$ cat src/rtl/multicycle_ctrl_if.sv
// Control/status bundle between the multicycle controller and the MIPS datapath.
// The controller drives the strobes and selects; the datapath returns IR fields and status flags.
interface multicycle_ctrl_if #(
  parameter int unsigned CNT_W = 32
);
  logic [5:0]       opcode;
  logic [5:0]       funct;
  logic             Zero;
  logic             MemReady;
  logic             IRWrite;
  logic             PCWrite;
  logic             RegWrite;
  logic             MemWrite;
  logic [2:0]       ALUControl;
  logic             ALUSrc;
  logic [2:0]       EXTControl;
  logic [1:0]       RegDst;
  logic [2:0]       Mem2Reg;
  logic [2:0]       NPCControl;
  logic [2:0]       State;
  logic             InstrDone;
  logic [CNT_W-1:0] RetireCnt;

  modport master (
    input  opcode, funct, Zero, MemReady,
    output IRWrite, PCWrite, RegWrite, MemWrite, ALUControl, ALUSrc, EXTControl,
           RegDst, Mem2Reg, NPCControl, State, InstrDone, RetireCnt
  );

  modport slave (
    output opcode, funct, Zero, MemReady,
    input  IRWrite, PCWrite, RegWrite, MemWrite, ALUControl, ALUSrc, EXTControl,
           RegDst, Mem2Reg, NPCControl, State, InstrDone, RetireCnt
  );
endinterface

$ cat src/rtl/multicycle_ctrl.sv
// Moore-style multicycle MIPS controller: FETCH/DECODE/EXEC/MEM/WB sequencing,
// datapath strobes and selects, and a retired-instruction counter.
module multicycle_ctrl #(
  parameter int unsigned CNT_W = 32
) (
  input logic               clk,
  input logic               reset,
  multicycle_ctrl_if.master bus
);

  typedef enum logic [2:0] {
    S_FETCH  = 3'd0,
    S_DECODE = 3'd1,
    S_EXEC   = 3'd2,
    S_MEM    = 3'd3,
    S_WB     = 3'd4
  } state_e;

  typedef enum logic [3:0] {
    C_NOP  = 4'd0,
    C_ADDU = 4'd1,
    C_SUBU = 4'd2,
    C_JR   = 4'd3,
    C_ORI  = 4'd4,
    C_LUI  = 4'd5,
    C_LW   = 4'd6,
    C_SW   = 4'd7,
    C_BEQ  = 4'd8,
    C_JAL  = 4'd9
  } class_e;

  state_e           state_q, state_d;
  class_e           class_q, class_d;
  class_e           dec_class;
  class_e           cur_class;
  logic [CNT_W-1:0] cnt_q, cnt_d;

  logic       ir_w, pc_w, reg_w, mem_w;
  logic [2:0] npc_sel;

  function automatic class_e decode(input logic [5:0] op, input logic [5:0] fn);
    class_e c;
    c = C_NOP;
    case (op)
      6'b000000: begin
        case (fn)
          6'b100001: c = C_ADDU;
          6'b100011: c = C_SUBU;
          6'b001000: c = C_JR;
          default:   c = C_NOP;
        endcase
      end
      6'b001101: c = C_ORI;
      6'b001111: c = C_LUI;
      6'b100011: c = C_LW;
      6'b101011: c = C_SW;
      6'b000100: c = C_BEQ;
      6'b000011: c = C_JAL;
      default:   c = C_NOP;
    endcase
    return c;
  endfunction

  // DECODE acts on the live IR fields; every later state uses the class latched at the end of DECODE.
  always_comb begin
    dec_class = decode(bus.opcode, bus.funct);
    cur_class = (state_q == S_DECODE) ? dec_class : class_q;
    class_d   = (state_q == S_DECODE) ? dec_class : class_q;
  end

  always_ff @(posedge clk) begin
    if (reset) begin
      state_q <= S_FETCH;
      class_q <= C_NOP;
      cnt_q   <= '0;
    end else begin
      state_q <= state_d;
      class_q <= class_d;
      cnt_q   <= cnt_d;
    end
  end

  always_comb begin
    state_d = state_q;
    ir_w    = 1'b0;
    pc_w    = 1'b0;
    reg_w   = 1'b0;
    mem_w   = 1'b0;
    npc_sel = 3'd0;
    case (state_q)
      S_FETCH: begin
        ir_w    = 1'b1;
        state_d = S_DECODE;
      end
      S_DECODE: begin
        case (cur_class)
          C_NOP: begin
            pc_w    = 1'b1;
            state_d = S_FETCH;
          end
          C_JR: begin
            pc_w    = 1'b1;
            npc_sel = 3'd3;
            state_d = S_FETCH;
          end
          C_JAL: begin
            npc_sel = 3'd2;
            state_d = S_WB;
          end
          default: state_d = S_EXEC;
        endcase
      end
      S_EXEC: begin
        case (cur_class)
          C_BEQ: begin
            npc_sel = bus.Zero ? 3'd1 : 3'd0;
            pc_w    = 1'b1;
            state_d = S_FETCH;
          end
          C_LW, C_SW:                    state_d = S_MEM;
          C_ADDU, C_SUBU, C_ORI, C_LUI:  state_d = S_WB;
          default:                       state_d = S_FETCH;
        endcase
      end
      S_MEM: begin
        mem_w = (cur_class == C_SW);
        if (bus.MemReady) begin
          if (cur_class == C_LW) begin
            state_d = S_WB;
          end else begin
            pc_w    = 1'b1;
            state_d = S_FETCH;
          end
        end
      end
      S_WB: begin
        reg_w   = 1'b1;
        pc_w    = 1'b1;
        npc_sel = (cur_class == C_JAL) ? 3'd2 : 3'd0;
        state_d = S_FETCH;
      end
      default: state_d = S_FETCH;
    endcase
  end

  always_comb begin
    cnt_d = cnt_q;
    if (pc_w) begin
      cnt_d = cnt_q + CNT_W'(1);
    end
  end

  // Selects depend only on the instruction class, so they stay flat across its states.
  always_comb begin
    bus.ALUControl = 3'd0;
    bus.ALUSrc     = 1'b0;
    bus.EXTControl = 3'd0;
    bus.RegDst     = 2'd0;
    bus.Mem2Reg    = 3'd0;
    case (cur_class)
      C_ADDU: begin
        bus.ALUControl = 3'd0;
        bus.RegDst     = 2'd1;
      end
      C_SUBU: begin
        bus.ALUControl = 3'd1;
        bus.RegDst     = 2'd1;
      end
      C_ORI: begin
        bus.ALUSrc     = 1'b1;
        bus.EXTControl = 3'd0;
        bus.ALUControl = 3'd2;
      end
      C_LUI: begin
        bus.EXTControl = 3'd2;
        bus.Mem2Reg    = 3'd2;
      end
      C_LW: begin
        bus.ALUSrc     = 1'b1;
        bus.EXTControl = 3'd1;
        bus.Mem2Reg    = 3'd1;
      end
      C_SW: begin
        bus.ALUSrc     = 1'b1;
        bus.EXTControl = 3'd1;
      end
      C_BEQ: begin
        bus.ALUControl = 3'd1;
        bus.EXTControl = 3'd1;
      end
      C_JAL: begin
        bus.RegDst  = 2'd2;
        bus.Mem2Reg = 3'd3;
      end
      default: ;
    endcase
  end

  // Strobes are forced low while reset is held so an abandoned instruction never writes.
  always_comb begin
    bus.IRWrite    = ir_w  & ~reset;
    bus.PCWrite    = pc_w  & ~reset;
    bus.RegWrite   = reg_w & ~reset;
    bus.MemWrite   = mem_w & ~reset;
    bus.InstrDone  = pc_w  & ~reset;
    bus.NPCControl = npc_sel;
    bus.State      = state_q;
    bus.RetireCnt  = cnt_q;
  end

endmodule

$ cat src/flat_wrapper.sv
// flat-port wrapper written by rule: the top's interface ports become plain ports
module multicycle_ctrl_flat 
#(
  parameter int unsigned CNT_W = 32
)
  (clk, reset, bus_opcode, bus_funct, bus_Zero, bus_MemReady, bus_IRWrite, bus_PCWrite, bus_RegWrite, bus_MemWrite, bus_ALUControl, bus_ALUSrc, bus_EXTControl, bus_RegDst, bus_Mem2Reg, bus_NPCControl, bus_State, bus_InstrDone, bus_RetireCnt);
  multicycle_ctrl_if #(.CNT_W(CNT_W)) bus_i ();
  input logic clk;
  input logic reset;
  input wire logic [$bits(bus_i.opcode)-1:0] bus_opcode;
  input wire logic [$bits(bus_i.funct)-1:0] bus_funct;
  input wire logic [$bits(bus_i.Zero)-1:0] bus_Zero;
  input wire logic [$bits(bus_i.MemReady)-1:0] bus_MemReady;
  output wire logic [$bits(bus_i.IRWrite)-1:0] bus_IRWrite;
  output wire logic [$bits(bus_i.PCWrite)-1:0] bus_PCWrite;
  output wire logic [$bits(bus_i.RegWrite)-1:0] bus_RegWrite;
  output wire logic [$bits(bus_i.MemWrite)-1:0] bus_MemWrite;
  output wire logic [$bits(bus_i.ALUControl)-1:0] bus_ALUControl;
  output wire logic [$bits(bus_i.ALUSrc)-1:0] bus_ALUSrc;
  output wire logic [$bits(bus_i.EXTControl)-1:0] bus_EXTControl;
  output wire logic [$bits(bus_i.RegDst)-1:0] bus_RegDst;
  output wire logic [$bits(bus_i.Mem2Reg)-1:0] bus_Mem2Reg;
  output wire logic [$bits(bus_i.NPCControl)-1:0] bus_NPCControl;
  output wire logic [$bits(bus_i.State)-1:0] bus_State;
  output wire logic [$bits(bus_i.InstrDone)-1:0] bus_InstrDone;
  output wire logic [$bits(bus_i.RetireCnt)-1:0] bus_RetireCnt;
  assign bus_i.opcode = bus_opcode;
  assign bus_i.funct = bus_funct;
  assign bus_i.Zero = bus_Zero;
  assign bus_i.MemReady = bus_MemReady;
  assign bus_IRWrite = bus_i.IRWrite;
  assign bus_PCWrite = bus_i.PCWrite;
  assign bus_RegWrite = bus_i.RegWrite;
  assign bus_MemWrite = bus_i.MemWrite;
  assign bus_ALUControl = bus_i.ALUControl;
  assign bus_ALUSrc = bus_i.ALUSrc;
  assign bus_EXTControl = bus_i.EXTControl;
  assign bus_RegDst = bus_i.RegDst;
  assign bus_Mem2Reg = bus_i.Mem2Reg;
  assign bus_NPCControl = bus_i.NPCControl;
  assign bus_State = bus_i.State;
  assign bus_InstrDone = bus_i.InstrDone;
  assign bus_RetireCnt = bus_i.RetireCnt;
  multicycle_ctrl #(.CNT_W(CNT_W)) u_core (.clk(clk), .reset(reset), .bus(bus_i));
endmodule
$ cat config.mk
export PLATFORM = sky130hd
export DESIGN_NAME = multicycle_ctrl_flat
export DESIGN_NICKNAME = d
export VERILOG_FILES = /design/src/rtl/multicycle_ctrl_if.sv /design/src/rtl/multicycle_ctrl.sv /design/src/flat_wrapper.sv
export SDC_FILE = /design/constraint.sdc
export NUM_CORES = 1
export LEC_CHECK = 0
export CAP_MARGIN = 20
export CORE_ASPECT_RATIO = 1.5
export CORE_MARGIN = 2
export CORE_UTILIZATION = 40
export DETAILED_ROUTE_END_ITERATION = 8
export PLACE_DENSITY = 0.69
export SETUP_SLACK_MARGIN = 0.05
export SYNTH_ARGS = -nofsm -noshare
export SYNTH_HDL_FRONTEND = slang
export SYNTH_SLANG_ARGS = --single-unit
$ cat constraint.sdc
create_clock -name clk -period 6.5 [get_ports clk]
set_input_delay 1.625 -clock clk [delete_from_list [all_inputs] [get_ports clk]]
set_output_delay 1.625 -clock clk [all_outputs]
set_load 0.01 [all_outputs]
* Word level (Yosys, flattened, before mapping)
Cells that the tools add are included.
** Word-level totals
- Bits in registers :: 39
- Output and inout port bits :: 55
** Operators by class
- Mux-type cells :: 26
- Equal/unequal tests :: 23
- Reduce and logical (&&, ||, !) cells :: 10
- Add/subtract/negate cells :: 1
- Bitwise gates (word level) :: 5
** Operator list (number)
- $add 32x1->32 const B :: 1
- $pmux 4 s7 :: 1
- $eq 6x6->1 const B :: 4
- $eq 6x4->1 const B :: 3
- $eq 4x3->1 const B :: 4
- $pmux 2 s2 :: 4
- $pmux 2 s3 :: 2
- $pmux 3 s2 :: 2
- $pmux 3 s4 :: 1
- $mux 1 :: 9
- $mux 3 :: 3
- $pmux 3 s3 :: 1
- $eq 4x2->1 const B :: 2
- $eq 4x4->1 const B :: 2
- $reduce_or 2->1 :: 4
- $eq 3x2->1 const B :: 2
- $eq 6x2->1 const B :: 1
- $eq 6x3->1 const B :: 1
- $logic_not 6->1 :: 1
- $reduce_or 3->1 :: 2
- $and 1x1->1 :: 4
- $eq 4x1->1 const B :: 1
- $logic_not 4->1 :: 1
- $mux 4 :: 1
- 8 further kinds :: 8

* Longest topological paths before layout
Gate-level depths: netlist of run 1.
- Depth after elaboration :: 9
- Gate-level depth with buffers :: 11

* Worst setup path before layout of run 1
No wires, ideal clock.
- Path type :: input to output
- Start point :: input bus_opcode[0]
- End point :: output bus_PCWrite
- Path slack :: 1.275 ns
- Path buffers :: 3
- Cell stages on the path :: 9
- Data arrival time :: 3.600 ns
- Cell sequence :: or3b_1 > a2111oi_4 > nand3b_4 > o32ai_2 > a221oi_4 > buf_6 > buf_8 > nor2_1 > buf_4
** On the way
- Cells in the longest elaborated chain, start to end :: 8
- Elaborated cells on any way between the ends :: 20
- Classes of those cells :: eq/ne (9); mux (7); bitwise (1); reduce/logical (3)
** RTL lines
- from (decl) :: line flat_wrapper.sv:10 : input wire logic [$bits(bus_i.opcode)-1:0] bus_opcode;
- $eq 6x2->1 (tied with other cells) :: line multicycle_ctrl.sv:44 : case (op)
- $pmux 4 s7 (*) :: line multicycle_ctrl.sv:44
- $mux 4 (*) :: line multicycle_ctrl.sv:67 : cur_class = (state_q == S_DECODE) ? dec_class : class_q;
- $eq 4x3->1 (tied with other cells) :: line multicycle_ctrl.sv:128 : if (cur_class == C_LW) begin
- $mux 1 / $reduce_or 2->1 (equally long branches)
- $mux 1 (on tied branches) :: line multicycle_ctrl.sv:127, multicycle_ctrl.sv:96
- $pmux 1 s4 (*) :: line multicycle_ctrl.sv:90 : case (state_q)
- $and 1x1->1 (*)
- to (decl) :: line flat_wrapper.sv:15 : output wire logic [$bits(bus_i.PCWrite)-1:0] bus_PCWrite;
Mark *: on every way between the ends. The rest lies on a longest branch, timed or not.

* Final worst setup path of run 1
- Start point :: input bus_opcode[2]
- End point :: output bus_NPCControl[1]
** On the way
- Cells in the longest elaborated chain, start to end :: 6
- Elaborated cells on any way between the ends :: 14
- Classes of those cells :: eq/ne (8); mux (5); reduce/logical (1)
** RTL lines
- $eq 6x2->1 (tied with other cells) :: line multicycle_ctrl.sv:44
- $pmux 4 s7 (*) :: line multicycle_ctrl.sv:44
- $mux 4 (*) :: line multicycle_ctrl.sv:67
- $eq 4x4->1 / $eq 4x2->1 (equally long branches) :: line multicycle_ctrl.sv:96, multicycle_ctrl.sv:139
- $pmux 2 s2 / $mux 2 (equally long branches) :: line multicycle_ctrl.sv:96, multicycle_ctrl.sv:139
- $pmux 3 s3 (*) :: line multicycle_ctrl.sv:90
- to (decl) :: line flat_wrapper.sv:23 : output wire logic [$bits(bus_i.NPCControl)-1:0] bus_NPCControl;
Marked as above.

==> results of run 1 <==
logic make-up (layout without fill, tap and decap cells):
logic type               count (synthesis)  in the layout  synth area share
AND/OR/NAND/NOR                        135            135             0.328
other                                    1              4           0.00154
flip-flops                              39             39             0.320
XOR/XNOR                                 5              5            0.0180
AO/OA/AOI/OAI                           92             92             0.248
buffers and inverters                   29             85            0.0713
multiplexers                             2              2           0.00821
adder cells (fa/ha/maj)                  1              1           0.00513
stage by stage:
stage	power, µW	utilization	hold WS (ns)
6_report	536	0.547	0.494
5_1_grt	563	0.547	0.537
4_1_cts	541	0.547	0.499
3_5_place_dp	362	0.530	0.487
3_3_place_gp	361	0.530	0.476
2_1_floorplan	334	-	0.496
worst max-delay path, stage by stage:
cell	delay, ns
clkdlybuf4s50_1	0.57
or3b_1	0.41
a2111oi_4	0.42
mux2i_1	0.15
or4_1	0.58
o31ai_1	0.28
clkdlybuf4s50_1	0.58
worst max-delay path by stage:
stage | startpoint | endpoint | slack (ns) | cells past startpoint
after floorplan | bus_opcode[0] | bus_PCWrite | 1.27 | 9
after global placement | bus_opcode[2] | bus_NPCControl[1] | 0.27 | 8
after detailed placement | bus_opcode[2] | bus_NPCControl[1] | 0.21 | 8
after CTS | bus_opcode[2] | bus_NPCControl[1] | 0.18 | 8
after global routing | bus_opcode[2] | bus_NPCControl[1] | 0.09 | 8
final | bus_opcode[2] | bus_NPCControl[1] | 0.24 | 7
state kept, by name, indices dropped and copies added (netlist names):
register              flops
u_core.class_q            4
u_core.bus.State          3
u_core.bus.RetireCnt     32
cells in the final DEF, fill, tap and decap left out, types with 3 or more instances in the layout:
cell	count
a21oi_1	34
and3_1	3
buf_4	5
clkbuf_8	7
clkdlybuf4s50_1	66
conb_1	4
dfxtp_1	39
inv_1	6
nand2_1	29
nand3_1	13
nand4_1	4
nor2_1	15
nor2b_1	7
nor3_1	5
nor4_1	4
o21ai_0	15
o21ai_1	14
o31ai_1	9
or3_1	22
or4_1	9
or4b_1	3
xnor2_1	3
layer usage:
metal | part of all wire | vias to the layer above
li1 | - | 1254
met1 | 0.42 | 1145
met2 | 0.53 | 63
met3 | 0.035 | 10
met4 | 0.018 | 0
met5 | 0 | -
cell type report:
| type | instances | area share |
|---|---|---|
| Sequential cell | 39 | 0.245 |
| Multi-Input combinational cell | 239 | 0.469 |
| Timing Repair Buffer | 71 | 0.219 |
| Tap cell | 72 | 0.0283 |
| Clock buffer | 8 | 0.0314 |
| Inverter | 6 | 0.00706 |
power breakdown:
group / switching (µW) / internal [µW] / leakage, µW / total, µW
combinational: 62.2 / 45.1 / 0.000603 / 107
sequential: 5.97 / 243 / 0.000315 / 249
clock: 82.7 / 96.9 / 0.0000515 / 180
==> summary.txt, run 1 <==
placed cell area: 3090 µm²
Hold EP: u_core.bus.RetireCnt[27]
Core ar.: 5830 µm²
row cnt: 34
vias in the first global route: 2360
synthesized instance count: 304
final slew viol count: 0
die area: 6750 µm²
RSZ-0062 raised after global routing: false
top post-synthesis cells by area: dfxtp_1, a21oi_1, or3_1, nand2_1, o21ai_0
Setup Crit Path Kind: in2out
Max clock buf depth: 2
clk sinks: 39
Antenna Cells: 0
multi-input logic area: 1500 µm²
most frequent cell after synthesis: dfxtp_1
final setup fails: 0
initial drt markers: 177
Max Clock Freq: 0.160 GHz
TritonCTS clock tree: built
CP max FO: 7
Post-synth EDFFs: 0
met3 Track Usage GR: 0.0339
endpoints failing hold: 0
Pre-Repair DR Iteration Count: 4
ys async rst share: 0
synthesized flop and latch total: 39
register area: 781 µm²
dpl cells: 427
PortBufs: 66
P_leak: 0.000969 µW
Worst setup SP type: input pin
number of distinct library cells after synthesis: 61
# DRC: 0
Setup Skew: 0.00633 ns
Root Buffer: clkbuf_8
routed wire length: 6.17 mm
hold path start: u_core.bus.RetireCnt[27]
CP required: 4.88 ns
initial antenna violation count: 0
Final WS setup: 0.244 ns
Synth top area share: 0.320
vias per cell: 5.68
first-pass GRT wire length: 10.5 mm
reg-to-reg critical path startpoint: u_core.bus.State[0]
Final Cycle Share: 0.962
vias after detailed routing: 2472
pre-CTS WS: 0.210 ns
top_reg_cell synth: dfxtp_1
dpl hpwl: 4.52 mm
chip height: 99.7 µm
CTS buffer count: 5
Finished Cell Area: 3190 µm²
GR peak layer: met2
GR met1 Demand/Resource: 0.224
relative slew slack: 0.477
hold_buf cts: 0
R2R setup slack: 3.56 ns
largest net degree at the start of global routing: 63
hold path depth: 2
status: complete, no violations
initial core utilization: 0.419
Setup TNS Final: 0 ns
Worst-path clk slew: 0.08 ns
FF-to-FF End: u_core.bus.RetireCnt[19]
post-CTS resize count: 0
Die W: 67.8 µm
Layout Cells excl Fill: 435
Layout area overhead: 30.7%
clk_lat worst skew: 0.29 ns
CP Capture Type: output pin
layout cell share with drive strength beyond 1: 0.0606
grt ovf: 0
PD cells: 168 nW/µm²
DRT antenna net count: 0
top post-synthesis cells by count: dfxtp_1, a21oi_1, nand2_1, or3_1
Reg2Reg Depth: 7
I/O pin cnt: 71
Post-CTS Setup Repair Bufs: 0
worst vdd ir: 0.103 mV
Final Net Count: 379
H-tree depth: 2
yosys warns: 0
Yosys top cell by area: dfxtp_1
GR Util All Layers: 0.195
Slew @ Worst Pin: 0.774 ns
global-route met2 utilization: 0.344
min Tclk post-route: 6.26 ns
class of the worst hold path: reg2reg
Synth Cell Area: 2440 µm²
max-cap violations: 0
filler instances: 585
Avg Inst Size Synth: 8.03 µm²
crit path DAT: 4.63 ns
RD Place Congestion: 0.882
register area share after synthesis: 0.320
drt wl/cell: 14.2 µm
(Power assumes the default switching activity.)
==> run 2, diff against run 1 <==
--- a/config.mk
+++ b/config.mk
@@ -8,9 +8,9 @@
 export CAP_MARGIN = 20
 export CORE_ASPECT_RATIO = 1.5
 export CORE_MARGIN = 2
-export CORE_UTILIZATION = 40
+export CORE_UTILIZATION = 51
 export DETAILED_ROUTE_END_ITERATION = 8
-export PLACE_DENSITY = 0.69
+export PLACE_DENSITY = 0.85
 export SETUP_SLACK_MARGIN = 0.05
 export SYNTH_ARGS = -nofsm -noshare
 export SYNTH_HDL_FRONTEND = slang
==> summary.txt, run 2 (synthesis gave the netlist of run 1 again) <==
Sw Share: 0.266 (-0.0153)
min Tclk post-route: 6.35 ns (+0.0982 ns)
critical path's most frequent cell: clkdlybuf4s50_1
Layout area overhead: 31.4%
clock power share: 0.407 (+0.072)
Root Buffer: clkbuf_8
Int Pwr: 441 µW (+14%)
final core utilization: 0.700 (+0.153)
# DRC: 0 (unchanged)
dpl hpwl: 4.42 mm (-2.4%)
relative slew slack: 0.490 (+0.0127)
PortBufs: 66 (unchanged)
Finished Cell Area: 3210 µm² (+0.55%)
final slew viol count: 0 (unchanged)
Max Clock Freq: 0.157 GHz (-1.5%)
initial antenna violation count: 0 (unchanged)
DRT antenna net count: 0 (unchanged)
max reg flops: 32 (unchanged)
Psw: 160 µW (+6.0%)
I/O pin cnt: 71 (unchanged)
drt wl/cell: 14.4 µm (+1.5%)
Worst setup SP type: input pin
CP delay by family, top: simple AND/OR/NAND/NOR gates
first-pass GRT wire length: 9.75 mm (-6.9%)
P_leak: 0.000972 µW (+0.33%)
commonest non-fill, non-tap cell in the layout: clkdlybuf4s50_1
Worst-path clk slew: 0.09 ns (about the same)
layout cell share with drive strength beyond 1: 0.0609 (+0.000336)
pre-CTS WS: 0.209 ns (-0.00130 ns)
grt ovf: 0 (unchanged)
class of the worst hold path: reg2reg
worst vdd ir: 0.127 mV (+24%)
endpoints failing hold: 0 (unchanged)
CP cell instances: clkdlybuf4s50_1 > nor4_1 > nand3b_1 > o22ai_1 > a21boi_0 > or4_1 > o31ai_1 > clkdlybuf4s50_1
Final WS setup: 0.146 ns (-0.0982 ns)
Die W: 60.5 µm (-11%)
total chip power: 600 µW (+12%)
vias after detailed routing: 2515 (+1.7%)
hold_buf cts: 0 (unchanged)
RD Place Congestion: 0.905 (+2.6%)
routed wire length: 6.12 mm (-0.83%)
CTS buffer count: 5 (unchanged)
TritonCTS clock tree: built
clk sinks: 39 (unchanged)
sequential share of power: 0.415 (-0.049)
initial core utilization: 0.533 (+0.114)
largest net degree at the start of global routing: 63 (unchanged)
Comb power frac: 0.177 (-0.023)
Core ar.: 4580 µm² (-21%)
Antenna Cells: 0 (unchanged)
Max clock buf depth: 2 (unchanged)
Slowest-stage cell, CP: or4_1
initial drt markers: 107 (-40%)
Setup Crit Path Kind: in2out
die area: 5360 µm² (-21%)
PD cells: 187 nW/µm² (+11%)
clk_lat worst skew: 0.30 ns (about the same)
CP Capture Type: output pin
row cnt: 30 (-12%)
H-tree depth: 2 (unchanged)
Max stage delay on crit path: 0.67 ns (+0.09 ns)
Final Cycle Share: 0.978 (+0.0151)
Slew @ Worst Pin: 0.763 ns (-0.0109 ns)
worst path bufs/invs: 2 (unchanged)
placed cell area: 3060 µm² (-0.81%)
Final Net Count: 377 (-0.53%)
commonest non-fill, non-tap cells in the layout: clkdlybuf4s50_1, dfxtp_1, a21oi_1, nand2_1, or3_1
max-cap violations: 0 (unchanged)
final setup fails: 0 (unchanged)
chip height: 88.7 µm (-11%)
CP required: 4.88 ns (about the same)
status: complete, no violations
vias per cell: 5.92 (+4.1%)
GR Util All Layers: 0.232 (+0.0364)
CP max FO: 5 (-2)
crit path DAT: 4.73 ns (+0.10 ns)
Setup Skew: 0.0115 ns (+0.00520 ns)
post-CTS resize count: 0 (unchanged)
Pre-Repair DR Iteration Count: 4 (unchanged)
Post-CTS Setup Repair Bufs: 0 (unchanged)
vias in the first global route: 2229 (-5.6%)
filler instances: 392 (-33%)
[run 2: cell type report]
type	count	area (µm²)	share of cell area
multi-input cells	239	1500	0.469
repair buffers	69	683	0.213
flip-flops and latches	39	781	0.244
clock buffers	5	68.8	0.0215
inverters	6	22.5	0.00703
clock inverters	3	67.6	0.0211
well taps	64	80.1	0.0250
[run 2: path summary, 6_finish.rpt]
kind	cells past startpoint	slack, ns	startpoint	end
max	8	0.15	bus_opcode[3]	bus_NPCControl[1]
max reg2reg	7	3.56	u_core.bus.State[0]	u_core.bus.RetireCnt[18]
min reg2reg	2	0.49	u_core.bus.RetireCnt[31]	u_core.bus.RetireCnt[31]
min	2	0.49	u_core.bus.RetireCnt[31]	u_core.bus.RetireCnt[31]
[run 2: metal layers]
layer | track usage | wire length [µm]
met2 | 0.410 | 3210
met4 | 0.0988 | 149
met3 | 0.0468 | 258
met5 | 0 | 0
met1 | 0.263 | 2500
[run 2: power groups by stage]
stage | logic, µW | clock network, µW | registers [µW]
final | 107 | 245 | 249
after global placement | 105 | 0 | 255
after detailed placement | 105 | 0 | 255
after global routing | 117 | 259 | 250
after floorplan | 81.3 | 0 | 253
after CTS | 106 | 246 | 249
[run 2: through the flow]
stage	instances	hold slack [ns]	TNS (ns)
floorplan	307	0.496	0
global placement	417	0.464	0
detailed placement	417	0.481	0
CTS	425	0.493	0
global route	425	0.520	-0.0213
finish	425	0.493	0
[run 2: worst min-delay path, stage by stage (launching register included)]
cell     delay [ns]
dfxtp_1        0.33
o31ai_1        0.06
a21oi_1        0.06
==> run 3, diff against run 2 <==
--- a/config.mk
+++ b/config.mk
@@ -6,11 +6,13 @@
 export NUM_CORES = 1
 export LEC_CHECK = 0
 export CAP_MARGIN = 20
+export CELL_PAD_IN_SITES_DETAIL_PLACEMENT = 2
+export CELL_PAD_IN_SITES_GLOBAL_PLACEMENT = 2
 export CORE_ASPECT_RATIO = 1.5
 export CORE_MARGIN = 2
-export CORE_UTILIZATION = 51
+export CORE_UTILIZATION = 29
 export DETAILED_ROUTE_END_ITERATION = 8
-export PLACE_DENSITY = 0.85
+export PLACE_DENSITY_LB_ADDON = 0.1
 export SETUP_SLACK_MARGIN = 0.05
 export SYNTH_ARGS = -nofsm -noshare
 export SYNTH_HDL_FRONTEND = slang
==> summary.txt, run 3 (synthesis gave the netlist of run 1 again) <==
PD cells: 184 nW/µm² (-1.6%)
Worst-path clk slew: 0.06 ns (-0.03 ns)
max-cap violations: 0 (unchanged)
CP required: 4.88 ns (about the same)
vias after detailed routing: 2559 (+1.7%)
Core ar.: 8310 µm² (+81%)
grt ovf: 0 (unchanged)
met3 Track Usage GR: 0.0317 (-0.0151)
post-CTS resize count: 0 (unchanged)
class of the worst hold path: reg2reg
clk sinks: 39 (unchanged)
relative slew slack: 0.451 (-0.0383)
Setup TNS Final: 0 ns (unchanged)
I/O pin cnt: 71 (unchanged)
Max clock buf depth: 2 (unchanged)
RSZ-0062 raised after global routing: false
first-pass GRT wire length: 13.5 mm (+39%)
placed cell area: 3150 µm² (+2.7%)
Setup Skew: 0.00412 ns (-0.00741 ns)
Slew @ Worst Pin: 0.820 ns (+0.0573 ns)
Root Buffer: clkbuf_16
initial core utilization: 0.294 (-0.239)
global-route met2 utilization: 0.386 (-0.0243)
initial antenna violation count: 0 (unchanged)
Worst setup SP type: input pin
worst vdd ir: 0.110 mV (-13%)
commonest non-fill, non-tap cell in the layout: clkdlybuf4s50_1
PortBufs: 66 (unchanged)
Pre-Repair DR Iteration Count: 5 (+1)
max reg flops: 32 (unchanged)
Setup Crit Path Kind: in2out
Max stage delay on crit path: 0.60 ns (-0.07 ns)
dpl hpwl: 6.17 mm (+40%)
Layout area overhead: 35.5%
crit path DAT: 4.59 ns (-0.14 ns)
critical path's most frequent cell: clkdlybuf4s50_1
final slew viol count: 0 (unchanged)
clk_lat worst skew: 0.28 ns (-0.02 ns)
largest net degree at the start of global routing: 63 (unchanged)
Antenna Cells: 0 (unchanged)
worst path bufs/invs: 2 (unchanged)
RD Place Congestion: 0.848 (-6.2%)
hold_buf cts: 0 (unchanged)
final setup fails: 0 (unchanged)
vias in the first global route: 2833 (+27%)
Slowest-stage cell, CP: clkdlybuf4s50_1
CP cell instances: clkdlybuf4s50_1 > or3b_1 > a2111oi_4 > mux2i_1 > or4_4 > o31ai_1 > clkdlybuf4s50_1
Post-CTS Setup Repair Bufs: 0 (unchanged)
row cnt: 41 (+37%)
GR Util All Layers: 0.186 (-0.0452)
DRT antenna net count: 0 (unchanged)
endpoints failing hold: 0 (unchanged)
CP Capture Type: output pin
CTS buffer count: 5 (unchanged)
die area: 9180 µm² (+71%)
CP max FO: 7 (+2)
# DRC: 0 (unchanged)
chip height: 116 µm (+31%)
initial drt markers: 81 (-24%)
drt wl/cell: 17.2 µm (+20%)
Final Cycle Share: 0.957 (-0.0211)
CP delay by family, top: buffers and inverters
commonest non-fill, non-tap cells in the layout: clkdlybuf4s50_1, dfxtp_1, a21oi_1, nand2_1, or3_1
vias per cell: 5.43 (-8.2%)
TritonCTS clock tree: built
layout cell share with drive strength beyond 1: 0.0742 (+0.0132)
min Tclk post-route: 6.22 ns (-0.137 ns)
routed wire length: 8.12 mm (+33%)
Die W: 78.9 µm (+30%)
Finished Cell Area: 3310 µm² (+3.2%)
Final Net Count: 381 (+1.1%)
GR met1 Demand/Resource: 0.185 (-0.0785)
Max Clock Freq: 0.161 GHz (+2.2%)
P_leak: 0.00100 µW (+3.1%)
GR peak layer: met2
status: complete, no violations
H-tree depth: 2 (unchanged)
[run 3: stage by stage]
stage | power [µW] | instances | utilization | setup slack, ns | hold WS, ns
floorplan | 334 | 307 | - | 1.27 | 0.496
global placement | 365 | 464 | 0.379 | 0.274 | 0.480
detailed placement | 368 | 464 | 0.379 | 0.188 | 0.495
CTS | 622 | 471 | 0.396 | 0.183 | 0.506
global route | 640 | 471 | 0.398 | 0.137 | 0.538
finish | 610 | 471 | 0.398 | 0.282 | 0.498
[run 3: area by class of cell]
type,count,area (µm²)
fillers,984,5000
multi-input cells,239,1510
clock inverters,1,5.00
flip-flops and latches,39,781
well taps,107,134
inverters,6,22.5
repair buffers,73,713
clock buffers,6,139
[run 3: routing by layer]
layer / share of wire / up-vias
met5: 0 / -
met4: 0.018 / 0
met3: 0.025 / 7
met2: 0.58 / 42
met1: 0.38 / 1262
li1: - / 1248
[run 3: final timing paths]
check,from,to,slack [ns],depth (start not counted)
worst max-delay path,bus_opcode[2],bus_NPCControl[1],0.28,7
worst min-delay path,u_core.bus.RetireCnt[8],u_core.bus.RetireCnt[8],0.50,2
worst max register to register,u_core.bus.State[0],u_core.bus.RetireCnt[18],3.48,7
worst min register to register,u_core.bus.RetireCnt[8],u_core.bus.RetireCnt[8],0.50,2
[run 3: worst register-to-register path: stages (launching register included)]
cell,delay (ns)
dfxtp_1,0.50
nor3b_4,0.47
a31o_1,0.53
o211a_1,0.30
a221oi_4,0.08
buf_4,0.33
or4_1,0.60
a21oi_1,0.15
[run 3: power breakdown]
| part | leakage, µW | switching, µW | internal [µW] |
|---|---|---|---|
| clock | 0.0000727 | 98.1 | 150 |
| combinational | 0.000614 | 66.7 | 45.3 |
| sequential | 0.000315 | 6.70 | 243 |
| total | 0.00100 | 171 | 438 |
